**src/rtl/pipelined_mux_tree.sv**
```systemverilog
// N:1 lane selector built as a pipelined binary 2:1 reduction tree, with
// valid-tagged streaming, a returned select tag and an automatic lane-scan mode.
module pipelined_mux_tree #(
  parameter int DATA_W     = 1,
  parameter int SEL_W      = 10,
  parameter int PIPE_EVERY = 3
) (
  input  logic                           clk,
  input  logic                           rst_n,
  input  logic [(2**SEL_W)*DATA_W-1:0]   in,
  input  logic [SEL_W-1:0]               sel,
  input  logic                           in_valid,
  input  logic                           scan_en,
  output logic [DATA_W-1:0]              out,
  output logic                           out_valid,
  output logic [SEL_W-1:0]               out_sel,
  output logic                           out_last
);

  localparam int N      = 2**SEL_W;
  localparam int STAGES = (SEL_W + PIPE_EVERY - 1) / PIPE_EVERY;

  // Lanes alive at segment k: segment 0 is the raw input, segment k>0 is the
  // output of register stage k-1.
  function automatic int seg_lanes(input int k);
    int lvl;
    lvl = k * PIPE_EVERY;
    if (lvl > SEL_W) lvl = SEL_W;
    return 1 << (SEL_W - lvl);
  endfunction

  function automatic int seg_off(input int k);
    int o;
    o = 0;
    for (int i = 0; i < k; i++) o += seg_lanes(i) * DATA_W;
    return o;
  endfunction

  localparam int SEG_TOTAL = seg_off(STAGES + 1);
  localparam int OUT_OFF   = seg_off(STAGES);

  // All segments packed back to back; each slice has exactly one driver.
  logic [SEG_TOTAL-1:0] seg_data;
  logic [SEL_W-1:0]     seg_tag   [STAGES+1];
  logic                 seg_valid [STAGES+1];
  logic                 seg_last  [STAGES+1];

  logic [SEL_W-1:0] scan_cnt;
  logic [SEL_W-1:0] eff_sel;

  assign eff_sel = scan_en ? scan_cnt : sel;

  // NOTE: sequential state uses non-blocking assignments only, so the order in
  // which clocked blocks evaluate within a cycle can never change the result.
  always_ff @(posedge clk or negedge rst_n) begin
    if (!rst_n) begin
      scan_cnt <= '0;
    end else if (!scan_en) begin
      scan_cnt <= '0;
    end else if (in_valid) begin
      scan_cnt <= scan_cnt + 1'b1;
    end
  end

  assign seg_data[N*DATA_W-1:0] = in;
  assign seg_tag[0]             = eff_sel;
  assign seg_valid[0]           = in_valid;
  assign seg_last[0]            = in_valid & scan_en & (&eff_sel);

  for (genvar s = 0; s < STAGES; s++) begin : g_stage
    localparam int LO      = s * PIPE_EVERY;
    localparam int HI      = (LO + PIPE_EVERY < SEL_W) ? LO + PIPE_EVERY : SEL_W;
    localparam int W_IN    = seg_lanes(s) * DATA_W;
    localparam int W_OUT   = seg_lanes(s + 1) * DATA_W;
    localparam int OFF_IN  = seg_off(s);
    localparam int OFF_OUT = seg_off(s + 1);

    logic [W_IN-1:0]  work;
    logic [W_OUT-1:0] data_q;
    logic [SEL_W-1:0] tag_q;
    logic             valid_q;
    logic             last_q;

    // Levels LO..HI-1 reduce in place: pair (2j, 2j+1) collapses into slot j,
    // which never overwrites a pair still to be read at the same level. The
    // select bits still unused travel inside the tag, so they come from there.
    // NOTE: work is fully assigned before the reduction loops, so every path
    // through this block drives it and no latch can be inferred.
    always_comb begin
      work = seg_data[OFF_IN +: W_IN];
      for (int lvl = LO; lvl < HI; lvl++) begin
        for (int j = 0; j < (1 << (SEL_W - lvl - 1)); j++) begin
          work[j*DATA_W +: DATA_W] = seg_tag[s][lvl] ? work[(2*j+1)*DATA_W +: DATA_W]
                                                      : work[(2*j)*DATA_W +: DATA_W];
        end
      end
    end

    // NOTE: data and tag are plain registers, not memories, and are reset so
    // that out/out_sel read 0 after reset instead of stale lane data.
    always_ff @(posedge clk or negedge rst_n) begin
      if (!rst_n) begin
        data_q  <= '0;
        tag_q   <= '0;
        valid_q <= 1'b0;
        last_q  <= 1'b0;
      end else begin
        valid_q <= seg_valid[s];
        last_q  <= seg_last[s];
        if (seg_valid[s]) begin
          data_q <= work[W_OUT-1:0];
          tag_q  <= seg_tag[s];
        end
      end
    end

    assign seg_data[OFF_OUT +: W_OUT] = data_q;
    assign seg_tag[s+1]               = tag_q;
    assign seg_valid[s+1]             = valid_q;
    assign seg_last[s+1]              = last_q;
  end

  assign out       = seg_data[OUT_OFF +: DATA_W];
  assign out_valid = seg_valid[STAGES];
  assign out_sel   = seg_tag[STAGES];
  assign out_last  = seg_last[STAGES];

endmodule
```
**config.mk**
```make
export PLATFORM = sky130hd
export DESIGN_NAME = pipelined_mux_tree
export DESIGN_NICKNAME = d
export VERILOG_FILES = /design/src/rtl/pipelined_mux_tree.sv
export SDC_FILE = /design/constraint.sdc
export NUM_CORES = 1
export LEC_CHECK = 0
export CAP_MARGIN = 5
export CORE_AREA = 2 2 405 407
export DETAILED_ROUTE_END_ITERATION = 8
export DIE_AREA = 0 0 407 409
export PLACE_DENSITY_LB_ADDON = 0.05
export SLEW_MARGIN = 20
export SYNTH_ARGS = -nofsm -noshare
export SYNTH_HDL_FRONTEND = slang
export SYNTH_SLANG_ARGS = --single-unit
```
**constraint.sdc**
```tcl
create_clock -name clk -period 2.4 [get_ports clk]
set_input_delay 0.48 -clock clk [delete_from_list [all_inputs] [get_ports clk]]
set_output_delay 0.48 -clock clk [all_outputs]
set_load 0.02 [all_outputs]
```
==> run_results.csv, run 1 <==
group,metric,value,unit
status,status,"finished, final reports clean",
final_layout,synthToLayoutAreaGrowth,102,%
critical_path,startpoint,"sel[1]",
floorplanning,io_pins,1051,
synthesis,ys_types,31,
floorplanning,coreArea,0.162,sq mm
synthesis,synth-seq-area-share,33.5,%
synthesis,synth_edf_count,0,
route,wire_per_inst,28.1,um
synthesis,syn-instance-count,1187,
critical_path,endpoint,"g_stage[0].data_q[66]$_DFFE_PN0P_",
critical_path,cp-start-kind,"input pin",
power,pwr-share-clk,34.3,%
power,switching_share,30.8,%
route,drtIter0Drc,652,
final_layout,final_cell_area,0.0309,sq mm
sta,finClkSkew,37.6,ps
sta,slew_headroom,47.9,%
grt,grt_max_degree,127,
floorplanning,fp-row-count,148,
critical_path,worst_r2r_endpoint,"g_stage[0].data_q[45]$_DFFE_PN0P_",
critical_path,r2r-start,"scan_cnt[0]$_DFFE_PN0P_",
critical_path,critical_path_class,"input pin to flop",
placed_design,place_hpwl,109000,um
sta,tightestPinTransition,782,ps
final_layout,num-fill-cells,17600,
grt,gr-total-overflow,0,
synthesis,netlist_area,0.0153,sq mm
power,p_total,0.0160,W
final_layout,layout-drive-gt1-share,18.1,%
critical_path,cp.required,2830,ps
final_layout,layout.nets,3324,
critical_path,critPathArrivalTime,2740,ps
synthesis,synth_nets,2226,
synthesis,synth_top_cell_by_area,"dfrtp_1",
floorplanning,fp.dieH,409,um
floorplanning,start_util,9.46,%
critical_path,reg2reg_depth,7,
sta,hold_viol,0,
min_path,holdCritStartpoint,"g_stage[1].last_q$_DFF_PN0_",
synthesis,synth_top_cell_area_share,33.5,%
synthesis,synth.most_common_cell,"mux2i_1",
power,switching_power,0.00493,W
grt,grt_pass1_vias,18200,
min_path,hold_depth,0,
synthesis,synthArstFlopShare,100,%
placed_design,port_buffers,1050,
power,seqPwrFrac,28.3,%
cts,cts_buffers,34,
critical_path,r2r_slack,220,ps
sta,fin_crit,2310,ps
cts,cts.sinks,205,
cts,htreeDepth,2,
synthesis,ys_warn_count,0,
power,p_leak,12.0,nW
route,routed_wl,126000,um
cts,clock_latency,570,ps
power,power_density,517,mW/mm^2
cts,cts_tree,"done",
route,vias,16000,
synthesis,synth_common_cells,"mux2i_1, dfrtp_1, mux4_2, a221o_1, o22ai_1",
grt,grt_pass1_wl,167000,um
flow_run,max_cap_viol_count,0,
route,dr.pass1.iters,5,
cts,clk_pin_slew,60,ps
power,power_frac_comb,37.5,%
grt,grt_use_total,14.8,%
sta,fin_crit_sh,96.3,%
cts,root_buffer,"clkbuf_16",
final_layout,register_area,0.00514,sq mm
cts,clockBufferDepth,3,
final_layout,multiInputGateArea,0.00962,sq mm
power,p_int,0.0111,W
floorplanning,dieArea,0.166,sq mm
synthesis,avgSynthCellArea,12.9,sq um
floorplanning,die-width,407,um
synthesis,ys_ff_latch,205,
placed_design,place_congestion,0.815,
critical_path,cp_max_fo,13,
critical_path,crit_path_end_kind,"flop",
synthesis,synth.area.top_cells,"dfrtp_1, mux4_2, mux2i_1",
sta,finalSetupViolCount,0,
sta,grt_setup_unrepaired,"false",
min_path,hp-class,"flop to flop",
sta,timing.fmax,433,MHz
sta,drv_slew,0,
placed_design,place_area,0.0296,sq mm
route,ant_nets,0,
final_layout,final_core_util,19.1,%
route,drcViolationCount,0,
power,peakVddDrop,0.351,mV
grt,antenna_found_initial,53,
synthesis,synth_ff_type,"dfrtp_1",
route,routed_via_density,3.55,
[layout by cell type, fill, tap and decap left out, types with 4 or more instances in the layout]
master	instances
nor2_1	29
a21oi_1	29
mux4_2	164
mux2i_1	279
a221o_1	126
buf_12	42
diode_2	15
nand2_1	4
dfrtp_1	201
clkbuf_16	35
nor3_1	5
and2_1	7
nand4_1	5
clkinv_2	5
o22ai_1	125
xor2_1	4
buf_4	105
bufinv_16	4
mux2_2	34
clkbuf_8	10
nand3_1	7
clkdlybuf4s50_1	1047
[cells by family after synthesis]
group / synth area share (%)
muxes: 45.1
AOI/OAI and AO/OA: 14.7
DFF: 33.5
buffers and inverters: 4.28
and+or+nand+nor: 1.99
xor gates and xnor gates: 0.400
adders and majority gates: 0.0816
[metrics by stage]
stage          instances  hold WS [ps]  setup slack, ps  TNS [ps]
6_report            4500           348             89.9         0
5_1_grt             4489           332           0.0593         0
4_1_cts             4485           302             82.9         0
3_5_place_dp        4422           337            -1140    -91850
3_3_place_gp        4422           334            -1150    -93520
2_1_floorplan       1187           184              138         0
[state kept, by name, indices dropped and copies added (netlist names)]
signal and cells:
g_stage.tag_q 30, g_stage.data_q 146, out_last 1, out_valid 1, out_sel 10, out 1, g_stage.valid_q 3, g_stage.last_q 3
scan_cnt 10
[repair_timing]
item                                   CTS  global route
endpoints found under the hold margin   38             0
buffers inserted                         1             0
setup endpoints to repair              125             0
hold buffers                             1             0
gates resized for setup                  5             0
[worst max-delay path: stages]
cell and delay [ps]:
clkdlybuf4s50_1 580, mux2_8 260, buf_12 170, buf_12 180, mux4_2 640, a221o_1 360
[layout make-up]
type / instances / area share [%]
antenna: 15 / 0.121
clock buffer: 48 / 3.32
clock inverter: 13 / 0.628
inverter: 4 / 0.0648
multi-input combinational: 842 / 31.1
sequential: 205 / 16.6
tap: 2175 / 8.81
timing repair buffer: 1198 / 39.3
[per-layer routing]
layer	GRT usage, %	part of all wire, %	vias to the layer above
met5	0	0.15	-
li1	-	-	7244
met3	2.72	5.0	122
met2	28.4	55	492
met1	16.9	38	8079
met4	2.03	1.2	32
[worst min path at each step]
stage          slack (ps)                          endpoint
2_1_floorplan         180  g_stage[0].data_q[0]$_DFFE_PN0P_
3_3_place_gp          330       g_stage[2].last_q$_DFF_PN0_
3_5_place_dp          340       g_stage[2].last_q$_DFF_PN0_
4_1_cts               300      g_stage[0].valid_q$_DFF_PN0_
5_1_grt               330      g_stage[0].valid_q$_DFF_PN0_
6_report              350       g_stage[2].last_q$_DFF_PN0_
[power by group through the flow]
stage	Sequential, W	Combinational, W	Clock [W]
2_1_floorplan	0.00438	0.00259	0
3_3_place_gp	0.00461	0.00615	0
3_5_place_dp	0.00460	0.00615	0
4_1_cts	0.00454	0.00619	0.00576
5_1_grt	0.00461	0.00642	0.00587
6_report	0.00452	0.00599	0.00548
Power figures use the tool's default switching activity.
==> inputs of run 2 (changes only) <==
--- a/config.mk
+++ b/config.mk
@@ -6,9 +6,11 @@
 export NUM_CORES = 1
 export LEC_CHECK = 0
 export CAP_MARGIN = 5
-export CORE_AREA = 2 2 405 407
+export CELL_PAD_IN_SITES_DETAIL_PLACEMENT = 0
+export CELL_PAD_IN_SITES_GLOBAL_PLACEMENT = 1
+export CORE_AREA = 2 2 409 411
 export DETAILED_ROUTE_END_ITERATION = 8
-export DIE_AREA = 0 0 407 409
+export DIE_AREA = 0 0 411 413
 export PLACE_DENSITY_LB_ADDON = 0.05
 export SLEW_MARGIN = 20
 export SYNTH_ARGS = -nofsm -noshare
==> run_results.csv, run 2 (synthesis results as in run 1) <==
group,metric,value,unit
floorplanning,io_pins,1051,
route,routed_via_density,3.56,
sta,finalSetupViolCount,0,
sta,hold_viol,0,
sta,grt_setup_unrepaired,"false",
critical_path,cp-start-kind,"input pin",
route,drtIter0Drc,658,
route,vias,16200,
placed_design,port_buffers,1050,
sta,tightestPinTransition,798,ps
grt,grt_pass1_vias,18500,
floorplanning,fp-row-count,150,
placed_design,place_hpwl,113000,um
min_path,hp-class,"flop to flop",
placed_design,dpl.cell_count,4452,
final_layout,layout-drive-gt1-share,18.0,%
floorplanning,dieArea,0.170,sq mm
final_layout,top_register,"g_stage.data_q",
grt,grt_max_degree,74,
sta,fin_crit,2230,ps
floorplanning,fp.dieH,413,um
placed_design,place_congestion,0.821,
critical_path,r2r-start,"scan_cnt[0]$_DFFE_PN0P_",
cts,clockBufferDepth,3,
sta,drv_slew,0,
final_layout,stdcell_count,4553,
grt,use_met2,28.5,%
critical_path,startpoint,"sel[1]",
grt,grt_pass1_wl,171000,um
sta,holdWs,349,ps
cts,clk_pin_slew,60,ps
min_path,holdCritStartpoint,"g_stage[2].last_q$_DFF_PN0_",
grt,grt_use_met3,3.89,%
placed_design,place_ws,-780,ps
grt,antenna_found_initial,92,
final_layout,final_core_util,18.8,%
grt,grt_use_total,15.1,%
critical_path,cp.required,2850,ps
grt,gr-total-overflow,0,
cts,htreeDepth,2,
power,peakVddDrop,0.421,mV
critical_path,cp_max_fo,14,
min_path,hold_depth,0,
cts,clock_latency,590,ps
sta,slew_headroom,46.8,%
grt,grtUsageMet1,16.0,%
flow_run,max_cap_viol_count,0,
critical_path,critical_path_class,"input pin to flop",
sta,fin_crit_sh,92.7,%
route,ant_nets,0,
critical_path,critPathArrivalTime,2680,ps
sta,finClkSkew,36.8,ps
sta,timing.fmax,449,MHz
cts,cts_buffers,37,
final_layout,layout_commonest_cell,"clkdlybuf4s50_1",
cts,cts.sinks,205,
final_layout,layout.nets,3327,
power,p_total,0.0160,W
final_layout,top_regs,"g_stage.data_q: 146 flops, g_stage.tag_q: 30 flops",
cts,cts_tree,"done",
floorplanning,start_util,9.24,%
route,drcViolationCount,0,
cts,root_buffer,"clkbuf_16",
final_layout,largest_reg_flops,146,
sta,layout_setup_ws,174,ps
floorplanning,die-width,411,um
critical_path,crit_path_end_kind,"flop",
critical_path,reg2reg_depth,6,
floorplanning,coreArea,0.166,sq mm
final_layout,final_cell_mix,"clkdlybuf4s50_1, mux2i_1, dfrtp_1",
route,dr.pass1.iters,4,
grt,grt_busiest_layer,"met2",
final_layout,synthToLayoutAreaGrowth,104,%
power,power_density,513,mW/mm^2
cts,post_cts_buffers,0,
status,status,"finished, final reports clean",
route,routed_wl,133000,um
route,wire_per_inst,29.1,um
power,p_leak,12.1,nW
[run 2: critical path: stages]
cell	delay, ps
clkdlybuf4s50_1	590
mux2_8	240
buf_12	140
buf_12	180
mux4_2	640
a221o_1	360
[run 2: area by class of cell]
type | count | area, sq um
diodes | 34 | 85.1
clock buffers | 51 | 1020
clock inverters | 15 | 186
fillers | 18200 | 135000
inverters | 4 | 20.0
multi-input cells | 842 | 9610
flip-flops and latches | 205 | 5140
well taps | 2204 | 2760
repair buffers | 1198 | 12400
[run 2: path summary, 6_finish.rpt]
kind                       slack, ps                                  to
max                              170   g_stage[0].data_q[66]$_DFFE_PN0P_
min                              350                  out_last$_DFF_PN0_
max reg2reg                      220   g_stage[0].data_q[66]$_DFFE_PN0P_
min reg2reg                      350                  out_last$_DFF_PN0_
max in group asynchronous       1200  g_stage[0].data_q[121]$_DFFE_PN0P_
min in group asynchronous        380   g_stage[0].data_q[30]$_DFFE_PN0P_
[run 2: where the power goes]
group	total [W]	switching [W]	internal [W]	leakage, nW
clock network	0.00552	0.00222	0.00330	0.578
registers	0.00456	0.000506	0.00405	2.51
logic	0.00594	0.00229	0.00365	9.02
total	0.0160	0.00502	0.0110	12.1
[run 2: routing by layer]
metal | wire (um) | up-vias
met5 | 330 | -
met4 | 2720 | 52
met3 | 7320 | 178
met2 | 74000 | 569
met1 | 48300 | 8156
li1 | - | 7273
[run 2: timing repair]
item | in CTS | in global routing
endpoints found under the setup margin | 22 | 0
hold buffers | 1 | 0
endpoints found under the hold margin | 27 | 0
resized for setup | 4 | 0
[run 2: stage by stage]
| step | area [sq um] | TNS, ps |
|---|---|---|
| detailed placement | 29900 | -79020 |
| global placement | 29900 | -76840 |
| floorplan | 15300 | 0 |
| CTS | 31100 | 0 |
| global route | 31200 | 0 |
| finish | 31200 | 0 |
==> inputs of run 3 (changes only) <==
--- a/config.mk
+++ b/config.mk
@@ -5,7 +5,7 @@
 export SDC_FILE = /design/constraint.sdc
 export NUM_CORES = 1
 export LEC_CHECK = 0
-export CAP_MARGIN = 5
+export CAP_MARGIN = 40
 export CELL_PAD_IN_SITES_DETAIL_PLACEMENT = 0
 export CELL_PAD_IN_SITES_GLOBAL_PLACEMENT = 1
 export CORE_AREA = 2 2 409 411
==> results of run 3 <==
The final DEF is identical to that of run 2; final timing and power are the same.
